<file path="config.mk">
export PLATFORM = sky130hd
export DESIGN_NAME = fp_div_seq
export DESIGN_NICKNAME = d
export VERILOG_FILES = /design/src/rtl/fp_div_seq.sv
export SDC_FILE = /design/constraint.sdc
export NUM_CORES = 1
export LEC_CHECK = 0
export CORE_MARGIN = 2
export CORE_UTILIZATION = 45
export DETAILED_ROUTE_END_ITERATION = 16
export HOLD_SLACK_MARGIN = 0.1
export MAX_ROUTING_LAYER = met4
export PLACE_DENSITY = 0.8
export SKIP_CTS_REPAIR_TIMING = 1
export SYNTH_ARGS = -nofsm -noshare
export SYNTH_HDL_FRONTEND = slang
export SYNTH_SLANG_ARGS = --single-unit
</file>
<file path="constraint.sdc">
create_clock -name in_clk -period 7.8 [get_ports in_clk]
set_clock_uncertainty 0.1 [all_clocks]
set_input_delay 2.34 -clock in_clk [delete_from_list [all_inputs] [get_ports in_clk]]
set_output_delay 2.34 -clock in_clk [all_outputs]
set_load 0.05 [all_outputs]
</file>
<file path="src/rtl/fp_div_seq.sv">
// Sequential IEEE-754 divider: radix-2 restoring mantissa division, one quotient bit per clock.
// Optional round-to-nearest-even when FP_DIV_ROUND_EN is defined; truncation otherwise.
module fp_div_seq #(
  parameter  int EXP_WIDTH  = 8,
  parameter  int MANT_WIDTH = 23,
  localparam int DATA_WIDTH = 1 + EXP_WIDTH + MANT_WIDTH
) (
  input  logic                  in_clk,
  input  logic                  in_rst,
  input  logic                  in_start,
  input  logic [DATA_WIDTH-1:0] in_numA,
  input  logic [DATA_WIDTH-1:0] in_numB,
  output logic                  out_busy,
  output logic                  out_valid,
  output logic [DATA_WIDTH-1:0] out_result,
  output logic                  out_div_by_zero,
  output logic                  out_invalid,
  output logic                  out_overflow,
  output logic                  out_underflow
);

  localparam int Q   = MANT_WIDTH + 3;
  localparam int EXW = EXP_WIDTH + 2;
  localparam int CW  = $clog2(Q + 1);

  localparam logic signed [EXW-1:0] BIAS     = EXW'((1 << (EXP_WIDTH - 1)) - 1);
  localparam logic signed [EXW-1:0] EXP_MAX  = EXW'((1 << EXP_WIDTH) - 1);
  localparam logic signed [EXW-1:0] EXP_ONE  = EXW'(1);
  localparam logic signed [EXW-1:0] EXP_ZERO = EXW'(0);
  localparam logic [CW-1:0]         CNT_LOAD = CW'(Q - 1);
  localparam logic [CW-1:0]         CNT_ONE  = CW'(1);
  localparam logic [CW-1:0]         CNT_ZERO = CW'(0);

  typedef enum logic [1:0] {
    ST_IDLE   = 2'd0,
    ST_UNPACK = 2'd1,
    ST_DIV    = 2'd2,
    ST_NORM   = 2'd3
  } state_t;

  state_t state_r, state_s;
  logic   busy_s;

  logic [DATA_WIDTH-1:0]   a_r, b_r;
  logic                    sign_r;
  logic signed [EXW-1:0]   exp_r;
  logic [MANT_WIDTH+1:0]   rem_r;
  logic [MANT_WIDTH:0]     div_r;
  logic [Q-1:0]            q_r;
  logic [CW-1:0]           cnt_r;
  logic                    spec_r, spec_dbz_r, spec_inv_r;
  logic [DATA_WIDTH-1:0]   spec_res_r;

  // Operand field decode (inputs to the UNPACK step)
  logic [EXP_WIDTH-1:0]    a_exp_s, b_exp_s;
  logic [MANT_WIDTH-1:0]   a_frac_s, b_frac_s;
  logic                    sign_s;
  logic                    a_zero_s, b_zero_s, a_inf_s, b_inf_s, a_nan_s, b_nan_s;
  logic [MANT_WIDTH:0]     mant_a_s, mant_b_s;
  logic signed [EXW-1:0]   e_unp_s;

  assign a_exp_s  = a_r[DATA_WIDTH-2 -: EXP_WIDTH];
  assign b_exp_s  = b_r[DATA_WIDTH-2 -: EXP_WIDTH];
  assign a_frac_s = a_r[MANT_WIDTH-1:0];
  assign b_frac_s = b_r[MANT_WIDTH-1:0];
  assign sign_s   = a_r[DATA_WIDTH-1] ^ b_r[DATA_WIDTH-1];

  // Subnormals have exp == 0 and are flushed to zero, so the hidden bit is simply |exp.
  assign a_zero_s = ~(|a_exp_s);
  assign b_zero_s = ~(|b_exp_s);
  assign a_inf_s  = (&a_exp_s) & ~(|a_frac_s);
  assign b_inf_s  = (&b_exp_s) & ~(|b_frac_s);
  assign a_nan_s  = (&a_exp_s) & (|a_frac_s);
  assign b_nan_s  = (&b_exp_s) & (|b_frac_s);
  assign mant_a_s = {~a_zero_s, a_frac_s};
  assign mant_b_s = {~b_zero_s, b_frac_s};
  assign e_unp_s  = $signed({2'b00, a_exp_s}) - $signed({2'b00, b_exp_s}) + BIAS;

  logic                  spec_s, spec_dbz_s, spec_inv_s;
  logic [DATA_WIDTH-1:0] spec_res_s;

  // Special-operand classification in priority order
  always_comb begin
    spec_s     = 1'b0;
    spec_dbz_s = 1'b0;
    spec_inv_s = 1'b0;
    spec_res_s = {DATA_WIDTH{1'b0}};
    if (a_nan_s | b_nan_s | (a_zero_s & b_zero_s) | (a_inf_s & b_inf_s)) begin
      spec_s     = 1'b1;
      spec_inv_s = 1'b1;
      spec_res_s = {1'b0, {EXP_WIDTH{1'b1}}, 1'b1, {(MANT_WIDTH-1){1'b0}}};
    end else if (a_inf_s) begin
      spec_s     = 1'b1;
      spec_res_s = {sign_s, {EXP_WIDTH{1'b1}}, {MANT_WIDTH{1'b0}}};
    end else if (b_zero_s) begin
      spec_s     = 1'b1;
      spec_dbz_s = 1'b1;
      spec_res_s = {sign_s, {EXP_WIDTH{1'b1}}, {MANT_WIDTH{1'b0}}};
    end else if (a_zero_s | b_inf_s) begin
      spec_s     = 1'b1;
      spec_res_s = {sign_s, {(DATA_WIDTH-1){1'b0}}};
    end else begin
      spec_s     = 1'b0;
    end
  end

  logic                  rem_ge_s;
  logic [MANT_WIDTH+1:0] rem_sub_s, rem_next_s;

  // One restoring-division step; the remainder stays below twice the divisor, so no bit is lost
  always_comb begin
    rem_ge_s = (rem_r >= {1'b0, div_r});
    if (rem_ge_s) begin
      rem_sub_s = rem_r - {1'b0, div_r};
    end else begin
      rem_sub_s = rem_r;
    end
    rem_next_s = rem_sub_s << 1;
  end

  logic [Q-2:0]          qn_s;
  logic signed [EXW-1:0] e_n_s, e_fin_s;
  logic                  guard_s, sticky_s, round_up_s;
  logic [MANT_WIDTH:0]   frac_ext_s;

  // Normalisation: quotient lies in (0.5, 2), so at most one left shift is needed
  always_comb begin
    if (q_r[Q-1]) begin
      qn_s  = q_r[Q-2:0];
      e_n_s = exp_r;
    end else begin
      qn_s  = {q_r[Q-3:0], 1'b0};
      e_n_s = exp_r - EXP_ONE;
    end
  end

  // Bit 0 of the normalised quotient lies below the guard, so it belongs to the sticky bit.
  assign guard_s  = qn_s[1];
  assign sticky_s = qn_s[0] | (|rem_r);

`ifdef FP_DIV_ROUND_EN
  assign round_up_s = guard_s & (sticky_s | qn_s[2]);
`else
  logic trunc_unused_s;
  assign round_up_s     = 1'b0;
  assign trunc_unused_s = guard_s ^ sticky_s;
`endif

  assign frac_ext_s = {1'b0, qn_s[Q-2:2]} + {{MANT_WIDTH{1'b0}}, round_up_s};
  assign e_fin_s    = frac_ext_s[MANT_WIDTH] ? (e_n_s + EXP_ONE) : e_n_s;

  logic [DATA_WIDTH-1:0] norm_res_s;
  logic                  norm_ovf_s, norm_unf_s;

  // Final result selection: specials, then exponent range, then the normal packed value
  always_comb begin
    norm_res_s = {DATA_WIDTH{1'b0}};
    norm_ovf_s = 1'b0;
    norm_unf_s = 1'b0;
    if (spec_r) begin
      norm_res_s = spec_res_r;
    end else if (e_fin_s >= EXP_MAX) begin
      norm_res_s = {sign_r, {EXP_WIDTH{1'b1}}, {MANT_WIDTH{1'b0}}};
      norm_ovf_s = 1'b1;
    end else if (e_fin_s <= EXP_ZERO) begin
      norm_res_s = {sign_r, {(DATA_WIDTH-1){1'b0}}};
      norm_unf_s = 1'b1;
    end else begin
      norm_res_s = {sign_r, e_fin_s[EXP_WIDTH-1:0], frac_ext_s[MANT_WIDTH-1:0]};
    end
  end

  // FSM next-state and busy decode
  always_comb begin
    state_s = state_r;
    busy_s  = 1'b1;
    case (state_r)
      ST_IDLE: begin
        busy_s = in_start;
        if (in_start) begin
          state_s = ST_UNPACK;
        end else begin
          state_s = ST_IDLE;
        end
      end
      ST_UNPACK: state_s = ST_DIV;
      ST_DIV: begin
        if (cnt_r == CNT_ZERO) begin
          state_s = ST_NORM;
        end else begin
          state_s = ST_DIV;
        end
      end
      ST_NORM: state_s = ST_IDLE;
      default: begin
        state_s = ST_IDLE;
        busy_s  = 1'b0;
      end
    endcase
  end

  // FSM state register
  always_ff @(posedge in_clk or posedge in_rst) begin
    if (in_rst) begin
      state_r <= ST_IDLE;
    end else begin
      state_r <= state_s;
    end
  end

  // Operand capture, unpack and iterative division datapath
  always_ff @(posedge in_clk or posedge in_rst) begin
    if (in_rst) begin
      a_r        <= {DATA_WIDTH{1'b0}};
      b_r        <= {DATA_WIDTH{1'b0}};
      sign_r     <= 1'b0;
      exp_r      <= EXP_ZERO;
      rem_r      <= {(MANT_WIDTH+2){1'b0}};
      div_r      <= {(MANT_WIDTH+1){1'b0}};
      q_r        <= {Q{1'b0}};
      cnt_r      <= CNT_ZERO;
      spec_r     <= 1'b0;
      spec_dbz_r <= 1'b0;
      spec_inv_r <= 1'b0;
      spec_res_r <= {DATA_WIDTH{1'b0}};
    end else begin
      case (state_r)
        ST_IDLE: begin
          if (in_start) begin
            a_r <= in_numA;
            b_r <= in_numB;
          end
        end
        ST_UNPACK: begin
          sign_r     <= sign_s;
          exp_r      <= e_unp_s;
          rem_r      <= {1'b0, mant_a_s};
          div_r      <= mant_b_s;
          q_r        <= {Q{1'b0}};
          cnt_r      <= CNT_LOAD;
          spec_r     <= spec_s;
          spec_dbz_r <= spec_dbz_s;
          spec_inv_r <= spec_inv_s;
          spec_res_r <= spec_res_s;
        end
        ST_DIV: begin
          rem_r <= rem_next_s;
          q_r   <= {q_r[Q-2:0], rem_ge_s};
          cnt_r <= cnt_r - CNT_ONE;
        end
        default: begin
        end
      endcase
    end
  end

  // Registered outputs: result/flags load in NORM, flags clear on the next accept
  always_ff @(posedge in_clk or posedge in_rst) begin
    if (in_rst) begin
      out_busy        <= 1'b0;
      out_valid       <= 1'b0;
      out_result      <= {DATA_WIDTH{1'b0}};
      out_div_by_zero <= 1'b0;
      out_invalid     <= 1'b0;
      out_overflow    <= 1'b0;
      out_underflow   <= 1'b0;
    end else begin
      out_busy <= busy_s;
      if (state_r == ST_NORM) begin
        out_valid       <= 1'b1;
        out_result      <= norm_res_s;
        out_div_by_zero <= spec_r & spec_dbz_r;
        out_invalid     <= spec_r & spec_inv_r;
        out_overflow    <= norm_ovf_s;
        out_underflow   <= norm_unf_s;
      end else begin
        out_valid <= 1'b0;
        if ((state_r == ST_IDLE) && in_start) begin
          out_div_by_zero <= 1'b0;
          out_invalid     <= 1'b0;
          out_overflow    <= 1'b0;
          out_underflow   <= 1'b0;
        end
      end
    end
  end

endmodule

</file>
==> results of run 1 <==
## cells in the mapped netlist, types with 13 or more instances
cell	instances
o22ai_1	33
mux2_2	69
mux2i_1	33
ha_1	41
nor2b_1	15
nor2_1	65
o21ai_0	79
a21oi_1	43
nor3_1	21
dfrtp_1	200
inv_1	105
nand2_1	91
nor4_1	13
xor2_1	17
xnor2_1	19
clkbuf_1	37
nand3_1	37
## flip-flops by register name (all words and copies together) (netlist names), 2 cells and up
| name | cells |
|---|---|
| div_r | 24 |
| rem_r | 25 |
| state_r | 2 |
| spec_res_r | 3 |
| cnt_r | 5 |
| out_result | 32 |
| a_r | 32 |
| exp_r | 10 |
| b_r | 32 |
| q_r | 26 |
## layer usage
metal / vias up / part of all wire / track usage
met3: 26 / 0.042 / 0.0270
met2: 187 / 0.44 / 0.297
met1: 3857 / 0.50 / 0.288
li1: 3949 / - / -
met5: - / 0 / -
met4: 0 / 0.018 / 0.0636
## logic make-up after synthesis
family          after synthesis  synth area share
compound gates              242             0.144
fa+ha+maj                    43            0.0524
mux                         102             0.105
buf+inv                     158            0.0581
flops                       200             0.475
simple gates                297             0.136
xor+xnor                     36            0.0299
## where the power goes
| part | total (mW) | internal (mW) | switching (mW) |
|---|---|---|---|
| Clock | 0.913 | 0.467 | 0.447 |
| Sequential | 1.77 | 1.44 | 0.331 |
| Combinational | 3.20 | 1.33 | 1.86 |
| Total | 5.88 | 3.24 | 2.64 |
## metrics by stage
step	area, um2	utilization	hold WS, ps	cells
6_report	12500	0.537	389	1488
5_1_grt	12500	0.537	420	1488
4_1_cts	12500	0.537	386	1488
3_5_place_dp	11900	0.510	367	1457
3_3_place_gp	11900	0.510	360	1457
2_1_floorplan	10600	-	346	1078
## path summary, 6_finish.rpt
kind | endpoint | slack [ps]
setup / recovery | a_r[24]$_DFFE_PP0P_ | 3640
hold / removal | q_r[0]$_DFFE_PP0P_ | 390
setup reg to reg | rem_r[11]$_DFFE_PP0P_ | 4620
hold reg to reg | q_r[0]$_DFFE_PP0P_ | 390
max in group asynchronous | out_result[31]$_DFFE_PP0P_ | 4350
min in group asynchronous | a_r[7]$_DFFE_PP0P_ | 2430
## area by class of cell
class	count	area [um2]
Clock inverter	14	201
Timing Repair Buffer	112	1110
Clock buffer	17	425
Inverter	106	402
Sequential cell	200	5000
Tap cell	319	399
Fill cell	2084	10800
Multi-Input combinational cell	720	4940
==> impl_metrics.ini, run 1 <==
[outcome]
status = finished clean

[die]
fp.coreArea_mm2 = 0.0233
ioPinCount = 105
die_x_um = 157
initial_core_util = 0.453
dieHeight_um = 157
die_area_mm2 = 0.0247
rows = 56

[synth]
synth_ff_type = dfrtp_1
synthTopCellsByArea = dfrtp_1, mux2_2, ha_1
synth_area_per_cell_um2 = 9.78
synth.top_cell.area_share = 0.475
post-synth-top-area-cell = dfrtp_1
synth-async-reset-ratio = 1.00
synth_edf_count = 0
seq_area_frac_synth = 0.475
yosysUniqueCellTypes = 63
syn-num-nets = 1188
synth_cells = 1078
yosys_warnings = 0
syn-cell-area_mm2 = 0.0105
ys_ff_latch = 200

[final_layout]
drive_gt1_frac = 0.103
final_common_cell = dfrtp_1
nets = 1267
syn_to_final_growth_pct = 18.4
diodes = 0
mostFrequentLayoutCells = dfrtp_1, inv_1, clkdlybuf4s50_1, nand2_1, o21ai_0

[routing]
antenna_left = 0
drt_iter0_markers = 612
routedWlPerCell_um = 15.7
routed-via-count = 8019
via_per_inst = 5.39
first_pass_iters = 5
drc_errors = 0
totalWireLength_mm = 23.4

[timing]
finalCritPeriodShare = 0.533
hold_viol = 0
finalWorstSetupSlack_ps = 3640
final-setup-viol-count = 0
period_minus_slack_ps = 4160
drv_slew = 0
slew_headroom = 0.279
worst_slew_pin_slew_ps = 1080
fin_tns_setup_ps = 0
rsz0062_at_grt = no
clock.fmax_mhz = 241

[clock_tree]
clockBufferDepth = 2
clk_pin_slew_worst_paths_ps = 80
cts_inserted_buffers = 17
clkSinkCount = 200
htree_levels = 4
cts_tree = built
cts-root-buf = clkbuf_16
clock_latency_ps = 440

[setup_path]
cp_cell_sequence = clkdlybuf4s50_1 > nand2_2 > buf_4 > mux2_2
arrival_ps = 4380
worstPathRequired_ps = 8020
r2r_start = rem_r[4]$_DFFE_PP0P_
r2r_cells = 9
cp-end-kind = register
slowest_stage = nand2_2
cpLargestDelayFamily = buffers and inverters
path_buf_inv = 2
timing.critical_path.from = in_start
cp_num_cells = 4
path_max_fanout = 36
criticalPathCategory = in2reg
max_stage_delay_ps = 630
worst_setup_path_start_kind = input pin

[placement]
io_buffers = 104
pre_cts_ws_ps = 3170
gp_congestion = 0.909
hpwlAfterDp_mm = 16.7

[pwr]
p_leak_nw = 5.23
power.total_mw = 5.88
pwr_density_cell_mw_per_mm2 = 471
ir_drop_v = 0.000261

[global_route]
grt_pass1_wl_mm = 38.4
overflow = 0
grt_pass1_vias = 7583
grt_max_degree = 201
grt_usage = 0.201
antenna_found_initial = 0

[worst_hold_path]
hold_depth = 1
hp-start = q_r[0]$_DFFE_PP0P_
holdCritPathClass = reg2reg

[flow_run]
drv_cap = 0
(Power assumes the default switching activity.)
==> inputs of run 2 (changes only) <==
- PLACE_DENSITY: 0.8 -> 0.77
- clock period: 7.8 -> 4.05 ns (I/O delays scaled with it)
==> impl_metrics.ini, run 2 (same netlist as run 1, synthesis figures left out) <==
[outcome]
status = finished clean

[timing]
worst_slew_pin_slew_ps = 747
final-setup-viol-count = 0
hold_viol = 0
finalWorstSetupSlack_ps = 833
rsz0062_at_grt = no
period_minus_slack_ps = 3220
drv_slew = 0
fin_tns_setup_ps = 0
slew_headroom = 0.502
finalCritPeriodShare = 0.794
hold_slack_ps = 399
clock.fmax_mhz = 311

[routing]
routedWlPerCell_um = 15.7
totalWireLength_mm = 23.4
antenna_left = 0
via_per_inst = 5.35
routed-via-count = 7984
drc_errors = 0
drt_iter0_markers = 640
first_pass_iters = 5

[placement]
gp_congestion = 0.938
dp.cells = 1459
dpl-instance-area_mm2 = 0.0119
io_buffers = 104
hpwlAfterDp_mm = 16.9
pre_cts_ws_ps = 869

[setup_path]
timing.critical_path.from = exp_r[0]$_DFFE_PP0N_
max_stage_delay_ps = 560
cp_num_cells = 9
criticalPathCategory = reg2reg
arrival_ps = 3420
crit_end = out_result[22]$_DFFE_PP0P_
path_buf_inv = 1
reg2reg_slack_ps = 830
cpLargestDelayFamily = simple AND/OR/NAND/NOR gates
timing.rr.end = out_result[22]$_DFFE_PP0P_
r2r_cells = 9
cp_cell_sequence = inv_1 > ha_1 > nor4b_1 > xor2_1 > or4_1 > nor4_1 > a31oi_1 > nand2_2 > o221ai_1
cp-end-kind = register
slowest_stage = or4_1
worst_setup_path_start_kind = register
r2r_start = exp_r[0]$_DFFE_PP0N_
path_max_fanout = 23
worstPathRequired_ps = 4260

[global_route]
grt_usage = 0.205
grt_max_degree = 116
overflow = 0
grt_pass1_wl_mm = 39.2
grt_pass1_vias = 7692
antenna_found_initial = 0

[final_layout]
nets = 1269
stdcell_count = 1491
top_regs = a_r x32, b_r x32, out_result x32
final_common_cell = dfrtp_1
stdcell_area_mm2 = 0.0126
diodes = 0
drive_gt1_frac = 0.105
post-route-util = 0.540
n_fill_cell = 2070
mostFrequentLayoutCells = dfrtp_1, inv_1, clkdlybuf4s50_1, nand2_1, o21ai_0
syn_to_final_growth_pct = 19.1

[worst_hold_path]
holdCritPathClass = reg2reg
hp-start = spec_res_r[31]$_DFFE_PP0N_
hold_depth = 2

[die]
rows = 56
dieHeight_um = 157
die_area_mm2 = 0.0247
ioPinCount = 105
die_x_um = 157
initial_core_util = 0.453
fp.coreArea_mm2 = 0.0233

[pwr]
ir_drop_v = 0.000406
power.total_mw = 11.5
pwr_density_cell_mw_per_mm2 = 913
p_leak_nw = 5.27

[clock_tree]
clkSinkCount = 200
cts-root-buf = clkbuf_16
clk_pin_slew_worst_paths_ps = 80
clockBufferDepth = 2
cts_tree = built
htree_levels = 4
cts_inserted_buffers = 17
clock_latency_ps = 450

[flow_run]
drv_cap = 0
run 2: cell count changes in the layout (fill, tap and decap cells not counted), sizes merged:
cell,delta
buf,+2
bufinv,-1
clkinv,-3
inv,+5
run 2: worst min path at each step:
stage                                       to  slack (ps)
CTS                 spec_res_r[31]$_DFFE_PP0N_         390
floorplan           spec_res_r[31]$_DFFE_PP0N_         350
global placement    spec_res_r[31]$_DFFE_PP0N_         360
finish              spec_res_r[31]$_DFFE_PP0N_         400
global route                q_r[0]$_DFFE_PP0P_         420
detailed placement  spec_res_r[31]$_DFFE_PP0N_         380
run 2: layout make-up:
cell class / instances / area [um2] / share of cell area
clock buffer: 17 / 425 / 0.0339
multi-input combinational: 720 / 4940 / 0.393
clock inverter: 15 / 235 / 0.0187
tap: 319 / 399 / 0.0318
sequential: 200 / 5000 / 0.399
inverter: 106 / 402 / 0.0320
timing repair buffer: 114 / 1150 / 0.0919
run 2: layer usage:
| metal | up-vias | share of wire | track usage | wire length [um] |
|---|---|---|---|---|
| li1 | 3956 | - | - | - |
| met1 | 3811 | 0.49 | 0.294 | 11500 |
| met2 | 185 | 0.44 | 0.299 | 10300 |
| met3 | 32 | 0.047 | 0.0328 | 1090 |
| met4 | 0 | 0.020 | 0.0675 | 476 |
| met5 | - | 0 | - | 0 |
run 2: where the power goes:
group | switching [mW] | internal, mW | total [mW]
clock network | 0.966 | 0.887 | 1.85
registers | 0.633 | 2.77 | 3.41
logic | 3.63 | 2.59 | 6.21
total | 5.22 | 6.25 | 11.5
run 2: tightest hold or removal path, delay by kind of cell (launching register included):
kind / cells / cell delay (ps)
AO/OA/AOI/OAI: 1 / 60
flip-flops: 1 / 350
AND/OR/NAND/NOR: 1 / 60
==> inputs of run 3 (changes only) <==
- clock period: 4.05 -> 3.16 ns (I/O delays scaled with it)
==> impl_metrics.ini, run 3 (same netlist as run 1, synthesis figures left out) <==
[outcome]
status = finished clean

[routing]
totalWireLength_mm = 24.5
via_per_inst = 5.38
first_pass_iters = 5
drt_iter0_markers = 560
drc_errors = 0
routed-via-count = 8083
antenna_left = 0
routedWlPerCell_um = 16.3

[final_layout]
n_fill_cell = 2081
final_common_cell = dfrtp_1
nets = 1281
register_area_mm2 = 0.00500
stdcell_area_mm2 = 0.0127
syn_to_final_growth_pct = 20.0
diodes = 0
mostFrequentLayoutCells = dfrtp_1, inv_1, clkdlybuf4s50_1, nand2_1, o21ai_0
post-route-util = 0.544
multi_input_area_mm2 = 0.00498
stdcell_count = 1503
top_regs = a_r x32, b_r x32, out_result x32
drive_gt1_frac = 0.117

[global_route]
grt_pass1_wl_mm = 40.6
grt_pass1_vias = 7985
grt_max_degree = 68
overflow = 0
grt_usage = 0.212
antenna_found_initial = 0

[setup_path]
path_buf_inv = 2
arrival_ps = 3180
cp_cell_sequence = inv_1 > ha_1 > inv_1 > fa_1 > a21o_1 > a21oi_1 > xnor2_1 > or3b_1 > nor3_2 > xor2_1 > mux2_2
slowest_stage = or3b_1
criticalPathCategory = reg2reg
cpMostUsedCell = inv_1
cp-end-kind = register
worst_setup_path_start_kind = register
path_max_fanout = 4
cpLargestDelayFamily = simple AND/OR/NAND/NOR gates
max_stage_delay_ps = 420
worstPathRequired_ps = 3390

[worst_hold_path]
holdCritPathClass = reg2reg

[timing]
finalCritPeriodShare = 0.933
hold_slack_ps = 387
fin_tns_setup_ps = 0
clock.fmax_mhz = 339
hold_viol = 0
period_minus_slack_ps = 2950
rsz0062_at_grt = no
slew_headroom = 0.555
finalWorstSetupSlack_ps = 212
drv_slew = 0
worst_slew_pin_slew_ps = 668
final-setup-viol-count = 0

[die]
rows = 56
fp.coreArea_mm2 = 0.0233
initial_core_util = 0.453
die_area_mm2 = 0.0247
ioPinCount = 105
dieHeight_um = 157
die_x_um = 157

[placement]
hpwlAfterDp_mm = 17.7
pre_cts_ws_ps = 114
gp_congestion = 0.926
dpl-instance-area_mm2 = 0.0120
dp.cells = 1470
io_buffers = 104

[clock_tree]
clockBufferDepth = 2
cts_inserted_buffers = 17
cts_tree = built
clk_pin_slew_worst_paths_ps = 90
clkSinkCount = 200
clock_latency_ps = 450
cts-root-buf = clkbuf_16
htree_levels = 4

[flow_run]
drv_cap = 0

[pwr]
pwr_density_cell_mw_per_mm2 = 1170
power.total_mw = 14.9
ir_drop_v = 0.000513
p_leak_nw = 5.33
run 3: cell count changes in the layout (fill, tap and decap cells not counted), sizes merged:
cell    before  now
buf         10   21
inv        114  115
clkinv       6    5
nand2       92   93
run 3: area by class of cell:
| cell class | instances | area share |
|---|---|---|
| flip-flops and latches | 200 | 0.395 |
| clock inverters | 15 | 0.0169 |
| multi-input cells | 721 | 0.393 |
| inverters | 106 | 0.0317 |
| clock buffers | 17 | 0.0336 |
| well taps | 319 | 0.0315 |
| repair buffers | 125 | 0.0976 |
run 3: worst paths after layout:
check	startpoint	end	slack, ps	cells past startpoint
worst max-delay path	a_r[23]$_DFFE_PP0P_	exp_r[7]$_DFFE_PP0N_	210	11
worst min-delay path	cnt_r[3]$_DFFE_PP0P_	cnt_r[3]$_DFFE_PP0P_	390	1
worst max register to register	a_r[23]$_DFFE_PP0P_	exp_r[7]$_DFFE_PP0N_	210	11
worst min register to register	cnt_r[3]$_DFFE_PP0P_	cnt_r[3]$_DFFE_PP0P_	390	1
max in group asynchronous	in_rst	out_result[5]$_DFFE_PP0P_	1520	3
min in group asynchronous	in_rst	a_r[17]$_DFFE_PP0P_	750	2
run 3: per-layer routing:
layer  global-route usage  up-vias  share of wire
met2                0.334      152           0.47
met5                    -        -              0
met4               0.0442        0         0.0075
met3               0.0328       14          0.031
met1                0.294     3943           0.49
li1                     -     3974              -
run 3: power by group:
part / internal, mW / switching, mW / total (mW)
clock network: 1.12 / 1.21 / 2.33
logic: 3.41 / 4.74 / 8.15
registers: 3.56 / 0.821 / 4.38
